### src/rtl/instr_arb_pkg.sv
// Shared types and default sizes for the instruction RAM arbiter.
package instr_arb_pkg;

  localparam int ADDR_W_DEF   = 12;
  localparam int DATA_W_DEF   = 32;
  localparam int MAX_WAIT_DEF = 8;

  typedef enum logic [1:0] {OWN_NONE, OWN_FETCH, OWN_DBG} owner_e;
  typedef enum logic       {ST_ARB, ST_LOCK} arb_state_e;

endpackage

### src/rtl/arb_wait_counter.sv
// Saturating stall counter for the debug requester; clear wins over increment.
module arb_wait_counter #(
  parameter int MAX = 8,
  parameter int W   = $clog2(MAX + 1)
) (
  input  logic clk,
  input  logic rst,
  input  logic inc_i,
  input  logic clr_i,
  output logic at_max_o
);

  logic [W-1:0] cnt_q;

  assign at_max_o = (cnt_q == W'(MAX));

  always_ff @(posedge clk or negedge rst) begin
    if (!rst) begin
      cnt_q <= '0;
    end else if (clr_i) begin
      cnt_q <= '0;
    end else if (inc_i && !at_max_o) begin
      cnt_q <= cnt_q + 1'b1;
    end
  end

endmodule

### src/rtl/instr_ram_arbiter.sv
// Single-port instruction RAM shared between fetch (F) and debug/loader (D).
// Fixed priority to F, anti-starvation for D, and a lock mode for D bursts.
//
//   state   | meaning
//   ST_ARB  | per-cycle arbitration, F preferred unless D has waited MAX_WAIT
//   ST_LOCK | D owns the port while d_lock stays high; F blocked
module instr_ram_arbiter
  import instr_arb_pkg::*;
#(
  parameter int ADDR_W   = ADDR_W_DEF,
  parameter int DATA_W   = DATA_W_DEF,
  parameter int MAX_WAIT = MAX_WAIT_DEF,
  parameter int BE_W     = DATA_W / 8
) (
  input  logic              clk,
  input  logic              rst,
  input  logic              f_req,
  input  logic [ADDR_W-1:0] f_addr,
  output logic              f_gnt,
  output logic              f_rvalid,
  output logic [DATA_W-1:0] f_rdata,
  input  logic              d_req,
  input  logic [BE_W-1:0]   d_we,
  input  logic [ADDR_W-1:0] d_addr,
  input  logic [DATA_W-1:0] d_wdata,
  input  logic              d_lock,
  output logic              d_gnt,
  output logic              d_rvalid,
  output logic [DATA_W-1:0] d_rdata,
  output logic [BE_W-1:0]   ram_wea,
  output logic [ADDR_W-1:0] ram_addra,
  output logic [DATA_W-1:0] ram_dina,
  input  logic [DATA_W-1:0] ram_douta,
  output logic              locked
);

  arb_state_e        state_q;
  owner_e            rsp_owner_q;
  logic [DATA_W-1:0] f_hold_q;
  logic [DATA_W-1:0] d_hold_q;
  logic              at_max;
  logic              in_lock;
  logic              f_win;
  logic              d_win;

  // The cycle that drops d_lock is arbitrated as ARB even though state_q is still LOCK.
  assign in_lock = (state_q == ST_LOCK) && d_lock;

  always_comb begin
    f_win = 1'b0;
    d_win = 1'b0;
    if (rst) begin
      if (in_lock) begin
        d_win = d_req;
      end else if (d_req && (!f_req || at_max)) begin
        d_win = 1'b1;
      end else if (f_req) begin
        f_win = 1'b1;
      end
    end
  end

  always_comb begin
    ram_wea   = '0;
    ram_addra = '0;
    ram_dina  = '0;
    if (d_win) begin
      ram_wea   = d_we;
      ram_addra = d_addr;
      ram_dina  = d_wdata;
    end else if (f_win) begin
      ram_addra = f_addr;
    end
  end

  arb_wait_counter #(.MAX(MAX_WAIT)) u_wait (
    .clk      (clk),
    .rst      (rst),
    .inc_i    (d_req && !d_win),
    .clr_i    (d_win || !d_req),
    .at_max_o (at_max)
  );

  always_ff @(posedge clk or negedge rst) begin
    if (!rst) begin
      state_q     <= ST_ARB;
      rsp_owner_q <= OWN_NONE;
      f_hold_q    <= '0;
      d_hold_q    <= '0;
      locked      <= 1'b0;
    end else begin
      if (in_lock || (d_win && d_lock)) begin
        state_q <= ST_LOCK;
        locked  <= 1'b1;
      end else begin
        state_q <= ST_ARB;
        locked  <= 1'b0;
      end

      if (f_win)                  rsp_owner_q <= OWN_FETCH;
      else if (d_win && ~|d_we)   rsp_owner_q <= OWN_DBG;
      else                        rsp_owner_q <= OWN_NONE;

      if (rsp_owner_q == OWN_FETCH) f_hold_q <= ram_douta;
      if (rsp_owner_q == OWN_DBG)   d_hold_q <= ram_douta;
    end
  end

  assign f_gnt    = f_win;
  assign d_gnt    = d_win;
  assign f_rvalid = (rsp_owner_q == OWN_FETCH);
  assign d_rvalid = (rsp_owner_q == OWN_DBG);
  assign f_rdata  = f_rvalid ? ram_douta : f_hold_q;
  assign d_rdata  = d_rvalid ? ram_douta : d_hold_q;

endmodule

### config.mk
export PLATFORM = sky130hd
export DESIGN_NAME = instr_ram_arbiter
export DESIGN_NICKNAME = d
export VERILOG_FILES = /design/src/rtl/instr_arb_pkg.sv /design/src/rtl/arb_wait_counter.sv /design/src/rtl/instr_ram_arbiter.sv
export SDC_FILE = /design/constraint.sdc
export NUM_CORES = 1
export LEC_CHECK = 0
export BUFFER_PORTS_ARGS = -buffer_cell sky130_fd_sc_hd__buf_2
export CAP_MARGIN = 15
export CORE_MARGIN = 2
export CORE_UTILIZATION = 39
export CTS_BUF_LIST = sky130_fd_sc_hd__clkbuf_2
export DETAILED_ROUTE_END_ITERATION = 10
export HOLD_SLACK_MARGIN = 0.06
export PLACE_DENSITY = 0.78
export SYNTH_ARGS = -nofsm -noshare
export SYNTH_HDL_FRONTEND = slang
export SYNTH_SLANG_ARGS = --single-unit
### constraint.sdc
create_clock -name clk -period 1.5 [get_ports clk]
set_input_delay 0 -clock clk [delete_from_list [all_inputs] [get_ports clk]]
set_output_delay 0 -clock clk [all_outputs]
set_load 0.02 [all_outputs]
---- After elaboration in Yosys (flattened, before gate mapping) ----
Index checks and enable logic that the tools add are counted.
storage, ports and cells
  bits in registers ....................... 71
  input bits .............................. 97
  output and inout port bits .............. 117
  logic and storage cells ................. 43
cells by class
  add/sub/neg operators ................... 1
  eq/ne operators ......................... 3
  muxes and demuxes ....................... 18
  reductions and logical operators ........ 16
operator list
  kind                                                             count
  32-bit 2-to-1 mux                                                3
  12-bit 2-to-1 mux                                                2
  4-bit 2-to-1 mux                                                 3
  1-bit 2-to-1 mux                                                 8
  1-bit logical AND                                                6
  1-bit zero test                                                  5
  4-bit by 1-bit adder with 4-bit output, second input constant    1
  4-bit == test, second input constant                             1
  2-bit 2-to-1 mux                                                 2
  4-bit OR reduction                                               1
  1-bit logical OR                                                 3
  2-bit by 1-bit == test with 1-bit output, second input constant  1
  2-bit == test, second input constant                             1
  2-bit nonzero test                                               1

---- Depth between registers and ports, before layout ----
  depth after elaboration ................. 11
  depth in mapped cells ................... 7
  depth with buffers taken out ............ 5

---- Cells and area by module ----
A second synthesis with hierarchy kept.
second synthesis, totals
  cells, all modules ...................... 232
  area total of the unflattened synthesis .. 3402.0 um^2
by module, submodules not included
  module             times used  cells each  area an instance (um^2)  sequential area each (um^2)
  instr_ram_arbiter  1           208         3169.3                   1676.6
  arb_wait_counter   1           24          232.7                    100.1

---- Worst setup path before layout ----
Ideal clock, no wire load.
  path kind ............................... reg-to-reg
  start ................................... register u_wait.cnt_q[0]
  end ..................................... register rsp_owner_q[0]
  data arrival time ....................... 1.347 ns
  setup slack ............................. 0.004 ns
  cell stages (with the launch flop) ...... 7
  clock period less this slack ............ 1.496 ns
  path through ............................ dfrtp_1 -> inv_1 -> ha_1 -> nand3b_4 -> o21ai_1 -> buf_4 -> nor2_1
on the way
  word-level cells in the longest chain between the ends .. 7
RTL lines
  what                    RTL line                  RTL
  from (decl)             arb_wait_counter.sv:13    logic [W-1:0] cnt_q;
  from (signal assigned)  arb_wait_counter.sv:23    cnt_q <= cnt_q + 1'b1;
  4-bit == test           arb_wait_counter.sv:15    assign at_max_o = (cnt_q == W'(MAX));
  1-bit logical OR        instr_ram_arbiter.sv:55   end else if (d_req && (!f_req || at_max)) begin
  1-bit logical AND       instr_ram_arbiter.sv:55
  1-bit 2-to-1 mux        instr_ram_arbiter.sv:55
  1-bit 2-to-1 mux        instr_ram_arbiter.sv:53   if (in_lock) begin
  1-bit 2-to-1 mux        instr_ram_arbiter.sv:52   if (rst) begin
  named net f_gnt         instr_ram_arbiter.sv:19   output logic f_gnt,
  2-bit 2-to-1 mux        instr_ram_arbiter.sv:100  if (f_win) rsp_owner_q <= OWN_FETCH;
  to (signal assigned)    instr_ram_arbiter.sv:100
  to (signal assigned)    instr_ram_arbiter.sv:101  else if (d_win && ~|d_we) rsp_owner_q <= OWN_DBG;
  to (signal assigned)    instr_ram_arbiter.sv:102  else rsp_owner_q <= OWN_NONE;
  to (decl)               instr_ram_arbiter.sv:38   owner_e rsp_owner_q;
The timed path passes the listed nets, and every way through them passes these cells.
A chain may end at the register's enable or synchronous reset.

---- Worst setup path after layout ----
  start ................................... register u_wait.cnt_q[0]
  end ..................................... output port ram_dina[13]
on the way
  word-level cells in the longest chain between the ends .. 7
RTL lines
  what               RTL line                 RTL
  4-bit == test      arb_wait_counter.sv:15
  1-bit logical OR   instr_ram_arbiter.sv:55
  1-bit logical AND  instr_ram_arbiter.sv:55
  1-bit 2-to-1 mux   instr_ram_arbiter.sv:55
  1-bit 2-to-1 mux   instr_ram_arbiter.sv:53
  1-bit 2-to-1 mux   instr_ram_arbiter.sv:52
  32-bit 2-to-1 mux  instr_ram_arbiter.sv:67  if (d_win) begin
  to (decl)          instr_ram_arbiter.sv:32  output logic [DATA_W-1:0] ram_dina,
No other way between the ends.

==> out/metrics.cfg <==
[drt]
routed_via_density = 5.14
drtIter0Drc = 111
vias = 3497
route.detailed.wl_per_inst_um = 21.0
drc = 0
firstDrtPassIters = 7
routed_wl_um = 14300
ant_nets = 0

[placed_design]
port_buffers = 213
gp_congestion = 0.858
placed_area_um2 = 4490
post-dp-hpwl_um = 7140
dp_cells = 573

[synth]
synth_nets = 357
synth-async-reset-ratio_pct = 100
ys_seq_area_share_pct = 54.3
syn_inst = 258
synthFlopType = dfrtp_1
synthTopCellsByCount = dfrtp_1, mux2_2, and2_1
avgSynthCellArea_um2 = 12.7
ys_ff_latch = 71
synth_cell_types = 31
yosys-top-cells-area = dfrtp_1, mux2_2, and2_1, nand2_1, o22ai_1
yosysMostFrequentCell = dfrtp_1
synth_top_area_cell = dfrtp_1
synth-edff-count = 0
synth_warnings = 0
synth_top_area_share_pct = 54.3
syn_area_um2 = 3270

[timing]
setup_tns_ns = -49.24
slew_viol_final = 0
setup_violations = 122
finalCritPeriodShare_pct = 136
setup_slack_ns = -0.541
fmax_mhz = 490
slew_headroom_pct = 31.1
min_period_ns = 2.04
hold_viol = 0
tightest_slew_ns = 1.03
holdWs_ns = 0.248
grt_setup_unrepaired = yes
skew_ns = 0.0220

[clock_tree]
cts.sinks = 71
ctsRootBufferMaster = clkbuf_2
cts_max_path_buffers = 2
h-tree-depth = 3
numCtsBuffers = 9
clkTransAtPathRegs_ns = 0.23
clkLatencyLatePin_ns = 0.54
cts_tree = built

[layout]
seq_area_um2 = 1780
fillers = 444
diodes = 0
synthToLayoutAreaGrowth_pct = 102
finalNonFillerCells = 681
multi_input_area_um2 = 1720
drive_gt1_share_pct = 71.2
final_area_um2 = 6590
fin_nets = 671

[run]
drv_cap = 0

[die]
die_area_um2 = 9130
coreArea_um2 = 8180
die_h_um = 95.6
die_x_um = 95.6
num_rows = 33
ios = 214
start_util_pct = 40.0

[global_routing]
antenna_found_initial = 0
grt_pass1_wl_um = 20000
grt_use_total_pct = 29.8
grt_max_degree = 45
gr-total-overflow = 0
grt_pass1_vias = 3741

[worst_setup_path]
cp_max_fo = 7
arrival_ns = 2.04
crit_path_frequent_cell = buf_6
cp.buffers_inverters = 4
critPathTopFamily = buffers and inverters
slowest_delay_ns = 0.44
critPathKind = reg2out
required_ns = 1.50
path_cells = inv_2 -> ha_4 -> nand3b_4 -> a21oi_4 -> buf_6 -> buf_6 -> and2_4 -> buf_6
reg2reg_slack_ns = -0.13
start_kind = register
crit_path_end_kind = output port
critPathSlowestCell = dfrtp_1

[power_and_ir_drop]
powerDensity_nw_per_um2 = 884
p_total_mw = 5.83
vdd_drop_max_v = 0.000417
total_leakage_power_nw = 3.41

[worst_hold_path]
hold_class = in2reg

[run_status]
violations = negative setup slack
outcome = complete, but fails checks

==> flip-flops by register name, indices dropped and copies added, names as in the netlist <==
| name | flops |
|---|---|
| state_q | 1 |
| rsp_owner_q | 2 |
| u_wait.cnt_q | 4 |
| f_hold_q | 32 |
| d_hold_q | 32 |
==> metal layers <==
| layer | vias up | track usage, % | part of all wire, % | wire length, um |
|---|---|---|---|---|
| li1 | 1511 | - | - | - |
| met1 | 1697 | 32.7 | 35 | 5060 |
| met2 | 237 | 51.5 | 52 | 7370 |
| met3 | 52 | 7.67 | 8.0 | 1150 |
| met4 | 0 | 18.3 | 5.1 | 733 |
| met5 | - | 0 | 0 | 0 |
==> cell families (layout without fill, tap and decap cells) <==
family	Yosys count	after routing	synth area share (%)
and+or+nand+nor	76	76	13.1
DFF	71	71	54.3
adders and majority gates	2	2	0.765
muxes	64	64	22.0
xor gates and xnor gates	2	2	0.536
AOI/OAI and AO/OA	21	21	4.67
buffers and inverters	22	340	4.55
==> metrics by stage <==
step | setup slack (ns) | util, %
6_report | -0.541 | 80.6
5_1_grt | -0.612 | 80.6
4_1_cts | -0.514 | 77.2
3_5_place_dp | -0.0490 | 54.9
3_3_place_gp | -0.0362 | 54.9
2_1_floorplan | 0.00373 | -
==> final cells by class <==
cell class | instances | area share [%]
timing repair buffer | 320 | 43.4
sequential | 71 | 27.0
multi-input combinational | 165 | 26.1
tap | 105 | 1.99
clock buffer | 9 | 0.683
clock inverter | 6 | 0.569
inverter | 5 | 0.323
==> tightest hold or removal path: cells and delay by family <==
kind	cells	cell delay (ns)
buffers and inverters	2	0.63
multiplexers	1	0.15
==> cell usage in the layout, fill, tap and decap left out, types with 2 or more instances in the layout <==
| master | instances |
|---|---|
| inv_2 | 2 |
| nand3_1 | 4 |
| buf_16 | 3 |
| o22ai_2 | 5 |
| buf_2 | 113 |
| inv_1 | 2 |
| mux2_4 | 55 |
| xnor2_1 | 2 |
| mux2_2 | 9 |
| o22ai_1 | 7 |
| and2_4 | 36 |
| clkbuf_2 | 9 |
| clkinv_2 | 2 |
| dfrtp_1 | 71 |
| buf_6 | 126 |
| dlygate4sd3_1 | 42 |
| buf_8 | 2 |
| buf_4 | 27 |
| nor4_1 | 2 |
| buf_12 | 7 |
| clkinvlp_4 | 2 |
| nand2_1 | 25 |
==> power by group <==
group / switching [mW] / leakage [nW] / internal [mW] / total, mW
clock network: 0.707 / 0.0516 / 0.202 / 0.909
registers: 0.115 / 0.843 / 2.20 / 2.31
logic: 1.19 / 2.51 / 1.41 / 2.61
total: 2.02 / 3.41 / 3.81 / 5.83
==> repair_timing <==
action,in CTS,in global routing
hold buffers,42,0
hold endpoints to repair,142,0
setup buffers,25,24
gates resized for setup,285,67
pin swaps,38,5
cloned,9,0
endpoints found under the setup margin,118,159
==> path summary, 6_finish.rpt <==
| check | start | end | cells past startpoint |
|---|---|---|---|
| max reg2reg | u_wait.cnt_q[0] | u_wait.cnt_q[0] | 7 |
| min | ram_douta[18] | f_hold_q[18] | 3 |
| min in group asynchronous | rst | d_hold_q[14] | 3 |
| max in group asynchronous | rst | f_hold_q[3] | 4 |
| max | u_wait.cnt_q[0] | ram_dina[13] | 8 |
| min reg2reg | d_hold_q[3] | d_hold_q[3] | 1 |
Note: power is estimated with default switching activity, not from simulation.
